===== config.mk =====
export PLATFORM = sky130hd
export DESIGN_NAME = press_classifier_flat
export DESIGN_NICKNAME = d
export VERILOG_FILES = /design/src/rtl/numbotron_btn_pkg.sv /design/src/rtl/press_classifier_if.sv /design/src/rtl/btn_interval_counter.sv /design/src/rtl/press_classifier.sv /design/src/flat_wrapper.sv
export SDC_FILE = /design/constraint.sdc
export NUM_CORES = 1
export LEC_CHECK = 0
export ABC_CLOCK_PERIOD_IN_PS = 7300
export CAP_MARGIN = 25
export CORE_AREA = 5 5 54 65
export CTS_CLUSTER_SIZE = 20
export DETAILED_ROUTE_END_ITERATION = 8
export DIE_AREA = 0 0 59 70
export PLACE_DENSITY = 0.81
export SYNTH_ARGS = -nofsm -noshare
export SYNTH_HDL_FRONTEND = slang
export SYNTH_HIERARCHICAL = 1
export SYNTH_SLANG_ARGS = --single-unit

===== constraint.sdc =====
create_clock -name clk -period 7.3 [get_ports clk]
set_clock_uncertainty 0.05 [all_clocks]
set_input_delay 1.46 -clock clk [delete_from_list [all_inputs] [get_ports clk]]
set_output_delay 1.46 -clock clk [all_outputs]
set_load 0.05 [all_outputs]

===== src/rtl/numbotron_btn_pkg.sv =====
// Shared button types and default timings.
// Used by the press classifier and its counter.
package numbotron_btn_pkg;

  typedef enum logic [2:0] {
    ST_IDLE    = 3'd0,
    ST_PRESSED = 3'd1,
    ST_HELD    = 3'd2,
    ST_GAP     = 3'd3,
    ST_SECOND  = 3'd4
  } btn_state_t;

  localparam logic [23:0] LONG_DEF   = 24'd12000000;
  localparam logic [23:0] REPEAT_DEF = 24'd3000000;
  localparam logic [23:0] DOUBLE_DEF = 24'd6000000;

  function automatic logic [23:0] max3(
    input logic [23:0] a,
    input logic [23:0] b,
    input logic [23:0] c
  );
    logic [23:0] m;
    m = (a > b) ? a : b;
    return (m > c) ? m : c;
  endfunction

endpackage


===== src/rtl/press_classifier_if.sv =====
// Debounced edge inputs and classified press outputs.
// master drives edges, slave is the classifier.
interface press_classifier_if;
  logic onChangeOn;
  logic onChangeOff;
  logic shortPress;
  logic longPress;
  logic repeatPulse;
  logic doublePress;
  logic pressActive;

  modport master (
    output onChangeOn, onChangeOff,
    input  shortPress, longPress,
    input  repeatPulse, doublePress,
    input  pressActive
  );

  modport slave (
    input  onChangeOn, onChangeOff,
    output shortPress, longPress,
    output repeatPulse, doublePress,
    output pressActive
  );
endinterface


===== src/rtl/btn_interval_counter.sv =====
// Shared interval counter with clear and
// terminal compares for the three windows.
module btn_interval_counter
  import numbotron_btn_pkg::*;
#(
  parameter logic [23:0] LONG_CYCLES   = LONG_DEF,
  parameter logic [23:0] REPEAT_CYCLES = REPEAT_DEF,
  parameter logic [23:0] DOUBLE_CYCLES = DOUBLE_DEF,
  parameter int          CW            = 24
) (
  input  logic clk,
  input  logic reset,
  input  logic en_i,
  input  logic clr_i,
  output logic hit_long_o,
  output logic hit_rep_o,
  output logic hit_dbl_o
);

  localparam logic [CW-1:0] T_LONG =
    CW'(LONG_CYCLES - 24'd1);
  localparam logic [CW-1:0] T_REP =
    CW'(REPEAT_CYCLES - 24'd1);
  localparam logic [CW-1:0] T_DBL =
    CW'(DOUBLE_CYCLES - 24'd1);

  logic [CW-1:0] cnt_q, cnt_d;

  // clear wins over counting; idle states hold
  always_comb begin
    cnt_d = cnt_q;
    if (clr_i)
      cnt_d = '0;
    else if (en_i)
      cnt_d = cnt_q + CW'(1);
  end

  // counter register
  always_ff @(posedge clk) begin
    if (reset)
      cnt_q <= '0;
    else
      cnt_q <= cnt_d;
  end

  assign hit_long_o = (cnt_q == T_LONG);
  assign hit_rep_o  = (cnt_q == T_REP);
  assign hit_dbl_o  = (cnt_q == T_DBL);

endmodule


===== src/rtl/press_classifier.sv =====
// Classifies debounced presses into short,
// long, auto-repeat and double events.
module press_classifier
  import numbotron_btn_pkg::*;
#(
  parameter logic [23:0] LONG_CYCLES   = LONG_DEF,
  parameter logic [23:0] REPEAT_CYCLES = REPEAT_DEF,
  parameter logic [23:0] DOUBLE_CYCLES = DOUBLE_DEF
) (
  input logic          clk,
  input logic          reset,
  press_classifier_if.slave bus
);

  localparam logic [23:0] MAXC =
    max3(LONG_CYCLES, REPEAT_CYCLES, DOUBLE_CYCLES);
  localparam int CW = $clog2(MAXC);

  if (LONG_CYCLES < 24'd2 ||
      REPEAT_CYCLES < 24'd2 ||
      DOUBLE_CYCLES < 24'd2) begin : g_bad_param
    $error("press_classifier: cycle params must be >= 2");
  end

  btn_state_t state_q, state_d;
  logic short_q, short_d;
  logic long_q, long_d;
  logic rep_q, rep_d;
  logic dbl_q, dbl_d;
  logic act_q, act_d;
  logic rep_clr;
  logic hit_long, hit_rep, hit_dbl;
  logic on_e, off_e;
  logic cnt_en, cnt_clr;

  // simultaneous edges cancel out
  assign on_e  = bus.onChangeOn  & ~bus.onChangeOff;
  assign off_e = bus.onChangeOff & ~bus.onChangeOn;

  assign cnt_en  = (state_q == ST_PRESSED) ||
                   (state_q == ST_HELD) ||
                   (state_q == ST_GAP);
  assign cnt_clr = (state_d != state_q) | rep_clr;

  btn_interval_counter #(
    .LONG_CYCLES   (LONG_CYCLES),
    .REPEAT_CYCLES (REPEAT_CYCLES),
    .DOUBLE_CYCLES (DOUBLE_CYCLES),
    .CW            (CW)
  ) u_cnt (
    .clk        (clk),
    .reset      (reset),
    .en_i       (cnt_en),
    .clr_i      (cnt_clr),
    .hit_long_o (hit_long),
    .hit_rep_o  (hit_rep),
    .hit_dbl_o  (hit_dbl)
  );

  // next state and pulse requests; edges beat terminals
  always_comb begin
    state_d = state_q;
    short_d = 1'b0;
    long_d  = 1'b0;
    rep_d   = 1'b0;
    dbl_d   = 1'b0;
    rep_clr = 1'b0;
    unique case (state_q)
      ST_IDLE: begin
        if (on_e) state_d = ST_PRESSED;
      end
      ST_PRESSED: begin
        if (off_e) begin
          state_d = ST_GAP;
        end else if (hit_long) begin
          state_d = ST_HELD;
          long_d  = 1'b1;
        end
      end
      ST_HELD: begin
        if (off_e) begin
          state_d = ST_IDLE;
        end else if (hit_rep) begin
          rep_d   = 1'b1;
          rep_clr = 1'b1;
        end
      end
      ST_GAP: begin
        if (on_e) begin
          state_d = ST_SECOND;
          dbl_d   = 1'b1;
        end else if (hit_dbl) begin
          state_d = ST_IDLE;
          short_d = 1'b1;
        end
      end
      ST_SECOND: begin
        if (off_e) state_d = ST_IDLE;
      end
      default: state_d = ST_IDLE;
    endcase
    act_d = (state_d == ST_PRESSED) ||
            (state_d == ST_HELD) ||
            (state_d == ST_SECOND);
  end

  // state and registered outputs
  always_ff @(posedge clk) begin
    if (reset) begin
      state_q <= ST_IDLE;
      short_q <= 1'b0;
      long_q  <= 1'b0;
      rep_q   <= 1'b0;
      dbl_q   <= 1'b0;
      act_q   <= 1'b0;
    end else begin
      state_q <= state_d;
      short_q <= short_d;
      long_q  <= long_d;
      rep_q   <= rep_d;
      dbl_q   <= dbl_d;
      act_q   <= act_d;
    end
  end

  assign bus.shortPress  = short_q;
  assign bus.longPress   = long_q;
  assign bus.repeatPulse = rep_q;
  assign bus.doublePress = dbl_q;
  assign bus.pressActive = act_q;

endmodule

===== src/flat_wrapper.sv =====
// flat-port wrapper written by rule: the top's interface ports become plain ports
module press_classifier_flat import numbotron_btn_pkg::*;
#(
  parameter logic [23:0] LONG_CYCLES   = LONG_DEF,
  parameter logic [23:0] REPEAT_CYCLES = REPEAT_DEF,
  parameter logic [23:0] DOUBLE_CYCLES = DOUBLE_DEF
)
  (clk, reset, bus_onChangeOn, bus_onChangeOff, bus_shortPress, bus_longPress, bus_repeatPulse, bus_doublePress, bus_pressActive);
  press_classifier_if bus_i ();
  input logic clk;
  input logic reset;
  input wire logic [$bits(bus_i.onChangeOn)-1:0] bus_onChangeOn;
  input wire logic [$bits(bus_i.onChangeOff)-1:0] bus_onChangeOff;
  output wire logic [$bits(bus_i.shortPress)-1:0] bus_shortPress;
  output wire logic [$bits(bus_i.longPress)-1:0] bus_longPress;
  output wire logic [$bits(bus_i.repeatPulse)-1:0] bus_repeatPulse;
  output wire logic [$bits(bus_i.doublePress)-1:0] bus_doublePress;
  output wire logic [$bits(bus_i.pressActive)-1:0] bus_pressActive;
  assign bus_i.onChangeOn = bus_onChangeOn;
  assign bus_i.onChangeOff = bus_onChangeOff;
  assign bus_shortPress = bus_i.shortPress;
  assign bus_longPress = bus_i.longPress;
  assign bus_repeatPulse = bus_i.repeatPulse;
  assign bus_doublePress = bus_i.doublePress;
  assign bus_pressActive = bus_i.pressActive;
  press_classifier #(.LONG_CYCLES(LONG_CYCLES), .REPEAT_CYCLES(REPEAT_CYCLES), .DOUBLE_CYCLES(DOUBLE_CYCLES)) u_core (.clk(clk), .reset(reset), .bus(bus_i));
endmodule

; Yosys cells after proc, flatten, opt, wreduce, memory -nomap -nowiden
; Cells that the tools add are included.
[word_totals]
register_bits = 32
[classes]
n_addsub = 1
eq_ne = 11
muxes = 13
bitwise = 7
reduce_logical = 10
[ops]
columns = operator, n
row1 = "24-bit by 1-bit adder with 24-bit output, second input constant", 1
row2 = "24-bit by 22-bit == test with 1-bit output, second input constant", 1
row3 = "24-bit by 23-bit == test with 1-bit output, second input constant", 1
row4 = "24-bit == test, second input constant", 1
row5 = 3-bit two-way mux, 6
row6 = 3-bit one-hot mux with 4 select lines, 1
row7 = "3-bit by 2-bit == test with 1-bit output, second input constant", 3
row8 = "3-bit by 1-bit == test with 1-bit output, second input constant", 2
row9 = "3-bit == test, second input constant", 2
row10 = 1-bit two-way mux, 6
row11 = 2-bit OR reduction, 3
row12 = 3-bit OR reduction, 2
row13 = 1-bit logical OR, 4
row14 = 1-bit NOT, 4
row15 = 3-bit logical NOT, 1
row16 = 3-bit inequality test, 1
row17 = 1-bit AND, 2
row18 = 1-bit OR, 1

; Logic depth before layout (Yosys ltp)
[depth]
ltp_word = 7
mapped_depth = 13
depth_no_buf = 10

; By module
; Netlist, hierarchy kept.
[modules_own_cells]
columns = mod, n_inst, cells_per_inst, area_per_inst_um2, seq_area_each_um2
row1 = btn_interval_counter, 1, 150, 1257.5, 480.5
row2 = press_classifier, 1, 53, 446.7, 160.2

; Worst setup path after synthesis
; No wires, ideal clock.
[synth_timing]
path_kind = in2reg
start = input bus_onChangeOff
end = register u_core.u_cnt.cnt_q[16]
setup_time_ns = 0.070
t_arrival_ns = 3.132
setup_slack_ns = 4.047
cell_stages = 9
n_path_buf = 2
path_cell_list = nor2b_1 > o21ai_1 > a211oi_4 > o21ai_1 > a221o_1 > or2_2 > clkbuf_1 > clkbuf_1 > a21oi_1
[synth_via]
elab_chain_cells = 7
word_cells_on_any_way = 13
[synth_rtl]
columns = item, line_no
row1 = from (decl), flat_wrapper.sv:13  ; input wire logic [$bits(bus_i.onChangeOff)-1:0] bus_onChangeOff;
row2 = 1-bit NOT, press_classifier.sv:37  ; assign on_e = bus.onChangeOn & ~bus.onChangeOff;
row3 = 1-bit AND, press_classifier.sv:37
row4 = 3-bit two-way mux (on tied branches), "press_classifier.sv:89, press_classifier.sv:70"
row5 = 3-bit one-hot mux with 4 select lines, press_classifier.sv:68  ; unique case (state_q)
row6 = 3-bit inequality test, press_classifier.sv:43  ; assign cnt_clr = (state_d != state_q) | rep_clr;
row7 = 1-bit OR *, press_classifier.sv:43
row8 = named net u_core.cnt_clr, press_classifier.sv:34  ; logic cnt_en, cnt_clr;
row9 = 2-bit OR reduction (no source line) *, n/a
row10 = to (signal assigned), btn_interval_counter.sv:43  ; cnt_q <= cnt_d;
row11 = to (decl), btn_interval_counter.sv:27  ; logic [CW-1:0] cnt_q, cnt_d;
; The timed path passes the listed nets; every way through them passes the cells marked *.
; A chain may end at the register's enable or synchronous reset.

; Worst setup path after layout
[layout_timing]
start = input bus_onChangeOff
end = register u_core.u_cnt.cnt_q[11]
; The elaborated chain is that of the path after synthesis.

==> metrics <==
status=finished, final reports clean; Worst setup SP type=primary input; remaining routing DRC violations=0; GRT overflow=0; critical-path cell list=clkdlybuf4s50_1, nor2b_1, o21ai_1, a211oi_4, o21ai_1, a221o_1, or2_2, nor2_1; RSZ-0062 raised after global routing=false; final hold vios=0; post-route antenna net violation count=0; I/O Buffers=8; maxcap violations=0; IO Count=9; largest net degree at the start of global routing=24; DIE AREA=4130 µm²; CTS tree=built; Syn Nets=208; max incr delay on CP=0.56 ns; Max Root-Sink Buffers=2; final period utilization=0.497; Vias/cell=6.52; Fmax achieved=0.275 GHz; Nets=211; CTS Sinks=32; Mapped Cells=203; Top cell by count, worst path=o21ai_1; Starting Density=0.612; commonest cells after routing, fill and taps aside=dfxtp_1, nor2_1, nand2_1, a21oi_1, or4_1; Setup TNS=0 ns; cell area after synthesis=1700 µm²; Mean Syn Cell Area=8.39 µm²; Detailed Route WL=3900 µm; cts bufs inserted=5; post-route cell area=1810 µm²; Finish-stage setup viols=0; gp weighted congestion=0.891; min-delay worst type=flip-flop to flip-flop; layout cell share with drive strength beyond 1=0.0725; post-cts sizing count=0; row count=21; GRT Total Usage=0.204; Critical Path Slowest Stage Cell=clkdlybuf4s50_1; H-tree depth=2; sequential share of the synthesized area=0.376; post-CTS setup buffers=0; Crit Path Class=primary input to flip-flop; WL/cell=16.2 µm; EDFF count, synth=0; via count=1572; fillers=259; vias in the first global route=1472; Distinct cells, synth=47; Synth Register Bits=32; Die Height=70 µm; diode count=0; Peak VDD IR=0.142 mV; Max Transition Viols Final=0; Worst Tran Pin Value=0.802 ns; synth warn=6; initial antenna violation count=0; Cell Pwr Density=169 nW/µm²; FF+latch area=641 µm²; commonest non-fill, non-tap cell in the layout=dfxtp_1; post-cts hold buffer count=0; Core ar.=2790 µm²; area delta synth->final=6.31%; Main synth FF type=dfxtp_1; leak pwr=0.525 nW; DRT iter0 DRCs=83; CTS Root Cell=clkbuf_4; dpl hpwl=2650 µm; cell area after placement=1750 µm²; drt first pass iters=5; clk_lat worst skew=0.36 ns; first-pass GRT wire length=6470 µm; die width=59 µm; post-layout min period=3.63 ns; asr flop ratio synth=0; CP Max Fanout=23; Worst-path clk slew=0.09 ns; critical path arrival=3.86 ns; R2R depth=9; Crit path required time=7.53 ns; worst hold stages=2; crit path capture type=flip-flop; Multi-input gate area=972 µm²; Rel. slew slack=0.458
metrics by stage:
| stage | instances | power [W] | hold slack (ns) | setup WS, ns | util |
|---|---|---|---|---|---|
| 2_1_floorplan | 203 | 0.000198 | 0.415 | 4.05 | - |
| 3_3_place_gp | 233 | 0.000203 | 0.429 | 3.51 | 0.628 |
| 3_5_place_dp | 233 | 0.000203 | 0.443 | 3.41 | 0.628 |
| 4_1_cts | 241 | 0.000311 | 0.457 | 3.71 | 0.650 |
| 5_1_grt | 241 | 0.000319 | 0.509 | 3.42 | 0.650 |
| 6_report | 241 | 0.000307 | 0.452 | 3.67 | 0.650 |
Yosys cell counts (all sizes together) (2+ instances only):
library cell | instances | area share
a211oi | 2 | 0.016
a21oi | 12 | 0.037
and3 | 3 | 0.011
and4 | 5 | 0.026
buf | 6 | 0.032
clkbuf | 6 | 0.013
dfxtp | 32 | 0.38
inv | 4 | 0.0088
mux2i | 2 | 0.012
nand2 | 18 | 0.043
nand2b | 3 | 0.011
nand3 | 9 | 0.029
nand3b | 2 | 0.0088
nand4 | 8 | 0.029
nor2 | 23 | 0.051
nor2b | 3 | 0.011
nor3 | 4 | 0.012
nor4 | 6 | 0.022
nor4b | 2 | 0.010
nor4bb | 2 | 0.012
o21ai | 6 | 0.018
o31ai | 8 | 0.035
or3 | 2 | 0.0073
or4 | 9 | 0.040
xnor2 | 4 | 0.021
xor2 | 8 | 0.041
final cells by class:
type | count | share of cell area
Clock inverter | 3 | 0.0131
Inverter | 4 | 0.00829
Timing Repair Buffer | 8 | 0.0442
Clock buffer | 5 | 0.0207
Multi-Input combinational cell | 155 | 0.537
Sequential cell | 32 | 0.354
Tap cell | 34 | 0.0235
report_power, final:
group | switching [W] | leakage, nW | internal (W) | total [W]
Combinational | 0.0000137 | 0.239 | 0.00000799 | 0.0000217
Sequential | 0.00000221 | 0.258 | 0.000176 | 0.000179
Clock | 0.0000691 | 0.0274 | 0.0000378 | 0.000107
Total | 0.0000850 | 0.525 | 0.000222 | 0.000307
flip-flops by register name, summed over array words and instances, names as in the netlist:
| signal | cells |
|---|---|
| u_core/u_cnt/cnt_q | 24 |
| u_core/state_q | 3 |
| u_core/bus.doublePress | 1 |
| u_core/bus.longPress | 1 |
| u_core/bus.pressActive | 1 |
| u_core/bus.repeatPulse | 1 |
| u_core/bus.shortPress | 1 |
logic make-up after synthesis:
group / synth area share
AOI/OAI and AO/OA: 0.145
DFF: 0.376
adders and majority gates: 0.00734
xor gates and xnor gates: 0.0617
muxes: 0.0117
buffers and inverters: 0.0536
and+or+nand+nor: 0.344
routing by layer:
metal	GRT usage	routed length, µm
met3	0.0424	257
met4	0.174	120
met1	0.232	1600
met2	0.313	1930
met5	0	0
worst paths after layout:
check | startpoint | to | slack [ns]
worst max-delay path | bus_onChangeOff | u_core/u_cnt/cnt_q[11] | 3.67
worst min-delay path | u_core/u_cnt/cnt_q[23] | u_core/u_cnt/cnt_q[23] | 0.45
worst max register to register | u_core/u_cnt/cnt_q[2] | u_core/u_cnt/cnt_q[11] | 3.71
worst min register to register | u_core/u_cnt/cnt_q[23] | u_core/u_cnt/cnt_q[23] | 0.45
critical path, delay by kind of cell:
kind / cells / cell delay (ns)
compound gates: 4 / 0.94
buf+inv: 1 / 0.56
simple gates: 3 / 0.88
No activity file was read; power rests on OpenSTA's default activity.
==> patch: new RTL, same settings <==
Re-encode `btn_state_t` (5 states) as one-hot, 5 bits wide.
--- a/src/rtl/numbotron_btn_pkg.sv
+++ b/src/rtl/numbotron_btn_pkg.sv
@@ -2,12 +2,12 @@
 // Used by the press classifier and its counter.
 package numbotron_btn_pkg;
 
-  typedef enum logic [2:0] {
-    ST_IDLE    = 3'd0,
-    ST_PRESSED = 3'd1,
-    ST_HELD    = 3'd2,
-    ST_GAP     = 3'd3,
-    ST_SECOND  = 3'd4
+  typedef enum logic [4:0] {
+    ST_IDLE    = 5'b00001,
+    ST_PRESSED = 5'b00010,
+    ST_HELD    = 5'b00100,
+    ST_GAP     = 5'b01000,
+    ST_SECOND  = 5'b10000
   } btn_state_t;
 
   localparam logic [23:0] LONG_DEF   = 24'd12000000;
Function: same outputs for any inputs over 10 cycles, from zero or initial values and one cycle with reset high; not proved beyond that.
==> patch against the original RTL <==
- sequential power grew 7%
- combinational power rose by 30%
- area after synthesis increased by 15%
- power increased by 8.8%
- count of clock-buffer cells in the layout up 1
- core utilization rose by 8.6 points
- wire length up 16%
- final area rose by 13%
- setup slack got worse by 0.048 ns
- sequential cell count rose by 2
==> patch: results (changes against the original RTL) <==
[logic_synthesis]
yosys_most_used_dff=dfxtp_1
synthesis.nets=246  ; +18%
yosys_warnings=6  ; unchanged
synth-compound-area-share=0.1429  ; -0.002517
synthAdderAreaFrac=0.006378  ; -0.0009646
synth_xor_area_frac=0.06696  ; +0.005290
synthDistinctLibCells=53  ; +13%
seq_area_frac_synth=0.3469  ; -0.02898
ys_top_cells_by_area=dfxtp_1, a21oi_1, xor2_1
ys_top_cells_by_count=dfxtp_1, nor2_1, nand2_1
synthMuxAreaShare=0.005102  ; -0.006645

[clock_tree]
cts_made_buffers=5  ; unchanged
htreeDepth=2  ; unchanged
postCtsSetupBuffers=0  ; unchanged
ctsResizeCount=0  ; unchanged
clockBufferDepth=2  ; unchanged
root_buffer=clkbuf_4

[critical_path]
r2r-start=u_core/state_q[2]
arrival_ns=3.90  ; +0.04 ns
reg2regPathDepth=8  ; -1
slowest_delay_ns=0.61  ; +0.05 ns
worstSetupStartpoint=bus_onChangeOn
worstPathMaxFanout=23  ; unchanged
worst-r2r-setup-slack_ns=4.31  ; +0.60 ns
timing.rr.end=u_core/u_cnt/cnt_q[23]

[global_route]
grt_pass1_wl_um=7631  ; +18%
grt_pass1_vias=1719  ; +17%
grt_max_degree=24  ; unchanged
track_usage=0.2354  ; +0.03158
antenna_found_initial=0  ; unchanged

[worst_hold_path]
hp-start=u_core/u_cnt/cnt_q[23]
worstHoldEndpoint=u_core/u_cnt/cnt_q[23]
whs_path_depth=2  ; unchanged

[power_and_ir_drop]
vdd_ir_drop_max_mv=0.1035  ; -27%
power_leakage_nw=0.6219  ; +18%

[layout]
top_regs=u_core/u_cnt/cnt_q x24, u_core/state_q x5
drive_above_1_share=0.06250  ; -0.009964
antenna_cells=0  ; unchanged
final_nets=244  ; +16%
fillers=253  ; -2.3%

[route]
detail_route.iter0.violations=118  ; +42%
first_pass_iters=4  ; -1
vias_per_cell=6.573  ; +0.77%
post_drt_wl_per_cell_um=16.50  ; +2.0%

[place]
place.gp.congestion=0.9140  ; +2.6%
dp_hpwl_um=3151  ; +19%

[timing]
slew_headroom=0.5031  ; +0.04556

[outcome]
status=complete, no violations

## patch: cells by family after synthesis
kind of cell    count (synthesis)
xor+xnor                       15
simple gates                  127
mux                             1
flops                          34
buf+inv                        19
compound gates                 44
fa+ha+maj                       1
## patch: metrics by stage
stage / worst slack (ns) / cell area (um^2) / instances / power, mW / hold WS, ns
floorplan: 3.936 / 1962 / 241 / 0.2170 / 0.4147
global placement: 3.412 / 1987 / 266 / 0.2228 / 0.4255
detailed placement: 3.295 / 1987 / 266 / 0.2236 / 0.4435
CTS: 3.671 / 2051 / 274 / 0.3347 / 0.4576
global route: 3.490 / 2051 / 274 / 0.3490 / 0.4942
finish: 3.622 / 2051 / 274 / 0.3339 / 0.4590
## patch: worst max-delay path by stage
| stage | to | cells past startpoint |
|---|---|---|
| 2_1_floorplan | u_core/u_cnt/cnt_q[16] | 8 |
| 3_3_place_gp | u_core/u_cnt/cnt_q[17] | 7 |
| 3_5_place_dp | u_core/u_cnt/cnt_q[21] | 7 |
| 4_1_cts | u_core/u_cnt/cnt_q[23] | 7 |
| 5_1_grt | u_core/u_cnt/cnt_q[23] | 7 |
| 6_report | u_core/u_cnt/cnt_q[16] | 7 |
## patch: layout make-up
cell class,count,share of cell area
Multi-Input combinational cell,188,0.5717
Sequential cell,34,0.3319
Timing Repair Buffer,9,0.04271
Clock buffer,6,0.02502
Tap cell,34,0.02074
Clock inverter,2,0.006101
Inverter,1,0.001830
## patch: power breakdown
group | internal (mW) | total (mW) | switching (mW) | leakage (nW)
clock network | 0.0463 | 0.114 | 0.0679 | 0.0343
registers | 0.187 | 0.191 | 0.00446 | 0.274
logic | 0.0114 | 0.0283 | 0.0169 | 0.313
total | 0.245 | 0.334 | 0.0892 | 0.622
## patch: layer usage
layer / track usage / share of wire
met1: 0.2596 / 0.38
met2: 0.4066 / 0.55
met3: 0.05709 / 0.047
met4: 0.1159 / 0.025
met5: 0 / 0
## patch: worst max-delay path, delay by kind of cell
family / cells / cell delay, ns
compound gates: 2 / 0.35
buf+inv: 1 / 0.61
simple gates: 4 / 1.47
